`src/rtl/float_to_int_converter_if.sv`:
```
// Handshake bundle for the FP32 -> INT32 converter.
//   master : producer of floats / consumer of integers (drives valid_in,
//            floating_in, ready_in)
//   slave  : the converter (drives ready_out, valid_out, integer_out, flags)
interface float_to_int_converter_if #(
    parameter int DATA_WIDTH = 32
);
    logic                  valid_in;
    logic                  ready_out;
    logic [DATA_WIDTH-1:0] floating_in;
    logic                  valid_out;
    logic                  ready_in;
    logic [DATA_WIDTH-1:0] integer_out;
    logic                  overflow_out;
    logic                  invalid_out;
    logic                  inexact_out;

    modport master (
        output valid_in, floating_in, ready_in,
        input  ready_out, valid_out, integer_out,
        input  overflow_out, invalid_out, inexact_out
    );

    modport slave (
        input  valid_in, floating_in, ready_in,
        output ready_out, valid_out, integer_out,
        output overflow_out, invalid_out, inexact_out
    );
endinterface

```
`src/rtl/float_to_int_converter.sv`:
```
// Multi-cycle IEEE-754 single -> signed 32-bit integer, truncating toward zero.
// The significand is denormalized one bit per cycle until the binary point
// sits below bit 0; bits shifted out on the right accumulate into a sticky bit.
// Ports:
//   clk_in  : clock, rising edge
//   rst_in  : synchronous reset, active-high
//   bus     : slave side of float_to_int_converter_if
//             (valid_in/ready_out/floating_in in, valid_out/ready_in/
//              integer_out/overflow_out/invalid_out/inexact_out out)
module float_to_int_converter #(
    parameter int DATA_WIDTH = 32,
    parameter int MENT_WIDTH = 23,
    parameter int EXPO_WIDTH = 8,
    parameter int EXPO_BIAS  = 127
) (
    input  logic                      clk_in,
    input  logic                      rst_in,
    float_to_int_converter_if.slave   bus
);
    localparam int CW = $clog2(DATA_WIDTH);
    localparam int EW = EXPO_WIDTH + 2;   // signed unbiased exponent width

    localparam logic [DATA_WIDTH-1:0] MAX_POS = {1'b0, {(DATA_WIDTH-1){1'b1}}};
    localparam logic [DATA_WIDTH-1:0] MIN_NEG = {1'b1, {(DATA_WIDTH-1){1'b0}}};
    localparam logic signed [EW-1:0]  E_BIAS  = EW'(EXPO_BIAS);
    localparam logic signed [EW-1:0]  E_MW    = EW'(MENT_WIDTH);
    localparam logic signed [EW-1:0]  E_SAT   = EW'(DATA_WIDTH - 1);

    typedef enum logic [1:0] {IDLE, PREP, SHIFT, DONE} state_t;

    state_t                 state;
    logic [DATA_WIDTH-1:0]  f_q;
    logic [DATA_WIDTH-1:0]  mag_q;
    logic [CW-1:0]          cnt_q;
    logic                   left_q;
    logic                   sticky_q;

    // Field decode of the captured operand
    logic                   sign_q;
    logic [EXPO_WIDTH-1:0]  expo;
    logic [MENT_WIDTH-1:0]  ment;
    logic signed [EW-1:0]   e;
    logic [DATA_WIDTH-1:0]  sig_full;
    logic [CW-1:0]          cnt_n;
    logic [DATA_WIDTH-1:0]  mag_shift;
    logic                   sticky_next;
    logic                   exact_min;

    assign sign_q   = f_q[DATA_WIDTH-1];
    assign expo     = f_q[DATA_WIDTH-2 -: EXPO_WIDTH];
    assign ment     = f_q[MENT_WIDTH-1:0];
    assign e        = $signed({2'b00, expo}) - E_BIAS;
    assign sig_full = DATA_WIDTH'({1'b1, ment});

    // Only meaningful for 0 <= e < DATA_WIDTH-1, where e fits in CW bits
    assign cnt_n = (e < E_MW) ? CW'(MENT_WIDTH) - e[CW-1:0]
                              : e[CW-1:0] - CW'(MENT_WIDTH);

    assign mag_shift   = left_q ? {mag_q[DATA_WIDTH-2:0], 1'b0}
                                : {1'b0, mag_q[DATA_WIDTH-1:1]};
    assign sticky_next = sticky_q | (~left_q & mag_q[0]);

    // -2^31 itself is representable even though e hits the saturation bound
    assign exact_min = sign_q && (e == E_SAT) && (ment == '0);

    function automatic logic [DATA_WIDTH-1:0] apply_sign(
        input logic s, input logic [DATA_WIDTH-1:0] m);
        return s ? (~m + 1'b1) : m;
    endfunction

    always_ff @(posedge clk_in) begin
        if (rst_in) begin
            state            <= IDLE;
            bus.ready_out    <= 1'b1;
            bus.valid_out    <= 1'b0;
            bus.integer_out  <= '0;
            bus.overflow_out <= 1'b0;
            bus.invalid_out  <= 1'b0;
            bus.inexact_out  <= 1'b0;
            f_q              <= '0;
            mag_q            <= '0;
            cnt_q            <= '0;
            left_q           <= 1'b0;
            sticky_q         <= 1'b0;
        end else begin
            case (state)
                IDLE: begin
                    if (bus.valid_in) begin
                        f_q           <= bus.floating_in;
                        bus.ready_out <= 1'b0;
                        state         <= PREP;
                    end
                end

                PREP: begin
                    sticky_q <= 1'b0;
                    if (expo == '1) begin
                        // NaN reports invalid only; infinities saturate
                        state            <= DONE;
                        bus.valid_out    <= 1'b1;
                        bus.integer_out  <= (ment != '0 || sign_q) ? MIN_NEG : MAX_POS;
                        bus.overflow_out <= (ment == '0);
                        bus.invalid_out  <= (ment != '0);
                        bus.inexact_out  <= 1'b0;
                    end else if (expo == '0 || e[EW-1]) begin
                        // Zero, denormal or |x| < 1 all truncate to 0
                        state            <= DONE;
                        bus.valid_out    <= 1'b1;
                        bus.integer_out  <= '0;
                        bus.overflow_out <= 1'b0;
                        bus.invalid_out  <= 1'b0;
                        bus.inexact_out  <= (expo != '0) || (ment != '0);
                    end else if (e >= E_SAT) begin
                        state            <= DONE;
                        bus.valid_out    <= 1'b1;
                        bus.integer_out  <= sign_q ? MIN_NEG : MAX_POS;
                        bus.overflow_out <= ~exact_min;
                        bus.invalid_out  <= 1'b0;
                        bus.inexact_out  <= 1'b0;
                    end else if (cnt_n == '0) begin
                        state            <= DONE;
                        bus.valid_out    <= 1'b1;
                        bus.integer_out  <= apply_sign(sign_q, sig_full);
                        bus.overflow_out <= 1'b0;
                        bus.invalid_out  <= 1'b0;
                        bus.inexact_out  <= 1'b0;
                    end else begin
                        mag_q  <= sig_full;
                        cnt_q  <= cnt_n;
                        left_q <= (e >= E_MW);
                        state  <= SHIFT;
                    end
                end

                SHIFT: begin
                    mag_q    <= mag_shift;
                    sticky_q <= sticky_next;
                    cnt_q    <= cnt_q - 1'b1;
                    // Last shift: register the signed result from the
                    // shifted value so DONE is entered with it in place
                    if (cnt_q == CW'(1)) begin
                        state            <= DONE;
                        bus.valid_out    <= 1'b1;
                        bus.integer_out  <= apply_sign(sign_q, mag_shift);
                        bus.overflow_out <= 1'b0;
                        bus.invalid_out  <= 1'b0;
                        bus.inexact_out  <= sticky_next;
                    end
                end

                DONE: begin
                    if (bus.ready_in) begin
                        bus.valid_out <= 1'b0;
                        bus.ready_out <= 1'b1;
                        state         <= IDLE;
                    end
                end

                default: state <= IDLE;
            endcase
        end
    end
endmodule

```
`src/flat_wrapper.sv`:
```
// flat-port wrapper written by rule: the top's interface ports become plain ports
module float_to_int_converter_flat 
#(
    parameter int DATA_WIDTH = 32,
    parameter int MENT_WIDTH = 23,
    parameter int EXPO_WIDTH = 8,
    parameter int EXPO_BIAS  = 127
)
  (clk_in, rst_in, bus_valid_in, bus_floating_in, bus_ready_in, bus_ready_out, bus_valid_out, bus_integer_out, bus_overflow_out, bus_invalid_out, bus_inexact_out);
  float_to_int_converter_if #(.DATA_WIDTH(DATA_WIDTH)) bus_i ();
  input  logic clk_in;
  input  logic rst_in;
  input wire logic [$bits(bus_i.valid_in)-1:0] bus_valid_in;
  input wire logic [$bits(bus_i.floating_in)-1:0] bus_floating_in;
  input wire logic [$bits(bus_i.ready_in)-1:0] bus_ready_in;
  output wire logic [$bits(bus_i.ready_out)-1:0] bus_ready_out;
  output wire logic [$bits(bus_i.valid_out)-1:0] bus_valid_out;
  output wire logic [$bits(bus_i.integer_out)-1:0] bus_integer_out;
  output wire logic [$bits(bus_i.overflow_out)-1:0] bus_overflow_out;
  output wire logic [$bits(bus_i.invalid_out)-1:0] bus_invalid_out;
  output wire logic [$bits(bus_i.inexact_out)-1:0] bus_inexact_out;
  assign bus_i.valid_in = bus_valid_in;
  assign bus_i.floating_in = bus_floating_in;
  assign bus_i.ready_in = bus_ready_in;
  assign bus_ready_out = bus_i.ready_out;
  assign bus_valid_out = bus_i.valid_out;
  assign bus_integer_out = bus_i.integer_out;
  assign bus_overflow_out = bus_i.overflow_out;
  assign bus_invalid_out = bus_i.invalid_out;
  assign bus_inexact_out = bus_i.inexact_out;
  float_to_int_converter #(.DATA_WIDTH(DATA_WIDTH), .MENT_WIDTH(MENT_WIDTH), .EXPO_WIDTH(EXPO_WIDTH), .EXPO_BIAS(EXPO_BIAS)) u_core (.clk_in(clk_in), .rst_in(rst_in), .bus(bus_i));
endmodule
```
`config.mk`:
```
export PLATFORM = sky130hd
export DESIGN_NAME = float_to_int_converter_flat
export DESIGN_NICKNAME = d
export VERILOG_FILES = /design/src/rtl/float_to_int_converter_if.sv /design/src/rtl/float_to_int_converter.sv /design/src/flat_wrapper.sv
export SDC_FILE = /design/constraint.sdc
export NUM_CORES = 1
export LEC_CHECK = 0
export CORE_MARGIN = 1.5
export CORE_UTILIZATION = 45
export DETAILED_ROUTE_END_ITERATION = 12
export PLACE_DENSITY_LB_ADDON = 0.08
export SETUP_SLACK_MARGIN = 0.05
export SLEW_MARGIN = 20
export SYNTH_ARGS = -nofsm -noshare
export SYNTH_HDL_FRONTEND = slang
export SYNTH_SLANG_ARGS = --single-unit
```
`constraint.sdc`:
```
create_clock -name clk_in -period 4.57 [get_ports clk_in]
set_clock_uncertainty 0.15 [all_clocks]
set_input_delay 0.6855 -clock clk_in [delete_from_list [all_inputs] [get_ports clk_in]]
set_output_delay 0.6855 -clock clk_in [all_outputs]
set_load 0.03 [all_outputs]
```
==> results.md <==
* Buffers from clock root to sink, at most at 2
* Status: finished clean
* Fin. max-slew vios at 0
* Final ANT Viol Nets at 0
* Antenna Cells at 0
* DIE WIDTH at between 100 and 150 um
* Hold Crit Class: reg2reg
* Setup violations, final at 0
* Pre-CTS WS at 1.19 ns
* Period minus WS final at 3.43 ns
* R2r endpoint: u_core.bus.integer_out[12]
* WP data required at between 4 and 5 ns
* Final period util at 75.1%
* Via count of the first global-routing pass at 6153
* #FFs+latches synth at 110
* # IOs at 73
* Fin. Hold Viols at 0
* Post-CTS Hold Fix Bufs at 0
* Worst setup EP type: flip-flop
* Synth warnings at 0
* Instance count of the mapped netlist at 944
* WP data arrival at approximately 3.5 ns
* Post-synth net total at 991
* R2R Setup Slk at 1.14 ns
* Slew of the pin with the lowest slew margin at around 1 ns
* Latest clock arrival within the worst-skew pair at 0.37 ns
* Crit-path slowest cell: and2_1
* GP Congestion at 0.873
* Dominant cells by area after synthesis: dfxtp_1 (31%), a21oi_1 (9.5%), nand2_1 (9.5%), mux2i_1 (3.8%), xor2_1 (3.2%)
* Leak Pwr at approximately 2.7 nW
* Maximum VDD drop at 245 uV
* Area grow syn2layout at 15.3%
* Drt drc at 0
* Die Y at 128 um
* Worst-path clk slew at 0.08 ns
* WS Path Type: reg2reg
* H-tree depth at 3
* Maximum clock rate at 291 MHz
* Synth Cell Area at 7080 sq um
* Final HPWL DP at about 15000 um
* Seq/Total Area, Yosys at between 30% and 40%
* Top-count cell post-synth: nand2_1
* Antenna violations before repair at 0
* Worst Hold Launch: u_core.mag_q[31]
* Gr ovfl total at 0
* Max-Cap Viols at 0
* Hold Crit Endpoint: u_core.mag_q[31]
* Root buf cell: clkbuf_16
* Post_cts resized at 0
* Ordered cell list for the critical path: ha_1 > xor2_1 > nand3_1 > a211oi_1 > or4_4 > and2_1 > nor2_1 > a22o_1
* CTS Sinks at between 100 and 150
* Unrepaired setup endpoints after global routing: false
* # port buffers at 72
* Max incr delay on CP at 0.64 ns
* Reg-to-reg startpoint: u_core.f_q[24]
* First-pass GRT wire length at 33600 um
* Post-synth EDFFs at 0
* TritonCTS Buffers at 9
* Num rows at 45
* Nets at just over 1k
* Sum Neg Setup Slack at 0 ns
* Dominant synthesized flop cell: dfxtp_1
* Setup Buffers After CTS at 0
* Synth unique cells at 74
* Tot GR Track Use at approximately a quarter
* Slew headroom at between 30% and 40%
* Met3 global-route usage at 4.32%
* Initial drt markers at 563
* Post-synth top cells: nand2_1 (179), a21oi_1 (135), dfxtp_1 (110), nor2_1 (57), clkbuf_1 (46)
* Share of cells above drive strength 1 at 6.57%
* Initial Utilization at 46.4%
* Post-layout util at 53.5%
* R2R depth at 8
* Startpoint Class: flip-flop
* Crit Path Max Fanout at 17
* Met2 Usage GRT at 37.2%
* Setup WS post-layout at between 1 and 1.5 ns
* Largest net degree at the start of global routing at 85
* Synth Area per Inst at 7.50 sq um
* Via density at 5.74
* Vias post-DR at 6807
* M1 GR Usage at around 40%
* Cell accounting for the most synthesized area: dfxtp_1
* TritonCTS clock tree: built
* Post-synth ARST share at 0%
* Drt total wl at between 20000 and 25000 um
* Core box area at 15300 sq um
* Drt pass-1 iters at 5
* Hold depth at 2
* Yosys top cell area share at 31.1%
* Drt wl/cell at 17.4 um
* Cell Pwr Density at approximately 550 nW/um^2
* Global route hottest layer: met1
* DIE AREA at 16500 sq um
==> sequential cells by signal (all words and copies together) (netlist names) <==
| name | count |
|---|---|
| u_core.bus.ready_out | 1 |
| u_core.mag_q | 32 |
| u_core.state | 2 |
| u_core.bus.integer_out | 32 |
| u_core.bus.invalid_out | 1 |
| u_core.bus.overflow_out | 1 |
| u_core.bus.inexact_out | 1 |
| u_core.bus.valid_out | 1 |
| u_core.f_q | 32 |
| u_core.cnt_q | 5 |
| u_core.left_q | 1 |
| u_core.sticky_q | 1 |
==> how the worst max path moves through the flow <==
| stage | start | endpoint | slack [ns] | cells past startpoint |
|---|---|---|---|---|
| 2_1_floorplan | u_core.left_q | u_core.bus.integer_out[30] | 1.03 | 14 |
| 3_5_place_dp | u_core.f_q[24] | u_core.bus.integer_out[19] | 1.19 | 8 |
| 3_3_place_gp | u_core.f_q[23] | u_core.bus.integer_out[12] | 1.24 | 8 |
| 4_1_cts | u_core.f_q[24] | u_core.bus.integer_out[12] | 1.18 | 8 |
| 5_1_grt | u_core.f_q[23] | u_core.mag_q[19] | 0.74 | 9 |
| 6_report | u_core.f_q[24] | u_core.bus.integer_out[12] | 1.14 | 8 |
==> per-stage QoR <==
stage | instance area (sq um) | std cells | total power, W | hold WS [ns]
final | 8160 | 1185 | 0.00449 | 0.302
after global routing | 8160 | 1185 | 0.00482 | 0.327
after CTS | 8160 | 1185 | 0.00449 | 0.308
after detailed placement | 7870 | 1170 | 0.00367 | 0.297
after global placement | 7870 | 1170 | 0.00367 | 0.292
after floorplan | 7080 | 944 | 0.00299 | 0.279
==> kinds of logic after synthesis <==
family                     Yosys count  share of synthesized area, %
buffers and inverters               86                          5.18
xor gates and xnor gates            51                          6.42
DFF                                110                          31.1
AOI/OAI and AO/OA                  288                          25.9
adders and majority gates           11                          1.95
muxes                               39                          5.73
and+or+nand+nor                    359                          23.7
==> critical path: cells and delay by family, from the launching register on <==
family	cells	cell delay, ns
xor gates and xnor gates	1	0.36
DFF	1	0.44
and+or+nand+nor	4	1.29
AOI/OAI and AO/OA	2	0.80
adders and majority gates	1	0.26
==> cells in the final DEF, fill, tap and decap left out, types with 9 or more instances in the layout <==
| master | instances |
|---|---|
| dfxtp_1 | 108 |
| nor2_1 | 57 |
| a21oi_1 | 135 |
| clkdlybuf4s50_1 | 71 |
| buf_4 | 14 |
| xor2_1 | 26 |
| inv_1 | 14 |
| nor3_1 | 28 |
| mux2i_1 | 27 |
| nand2_1 | 179 |
| ha_1 | 10 |
| xnor2_1 | 24 |
| o211ai_1 | 29 |
| mux2_2 | 12 |
| o31ai_1 | 10 |
| nor2b_1 | 10 |
| o21ai_0 | 39 |
| or3_1 | 9 |
| nand3_1 | 19 |
| clkbuf_16 | 9 |
==> power by group <==
part           internal, W  switching [W]
logic             0.000813        0.00149
registers          0.00114       0.000231
clock network     0.000428       0.000388
==> per-layer routing <==
layer  vias up  wire length [um]
li1       3428                 -
met1      3148             10300
met2       218              8690
met3        13              1460
met4         0               172
met5         -                 0
==> layout make-up <==
type	count	area, sq um
flip-flops and latches	110	2200
multi-input cells	748	4520
inverters	16	60.1
repair buffers	85	816
fillers	1535	7100
clock buffers	9	225
clock inverters	6	68.8
well taps	211	264
Note: power is estimated with default switching activity, not from simulation.
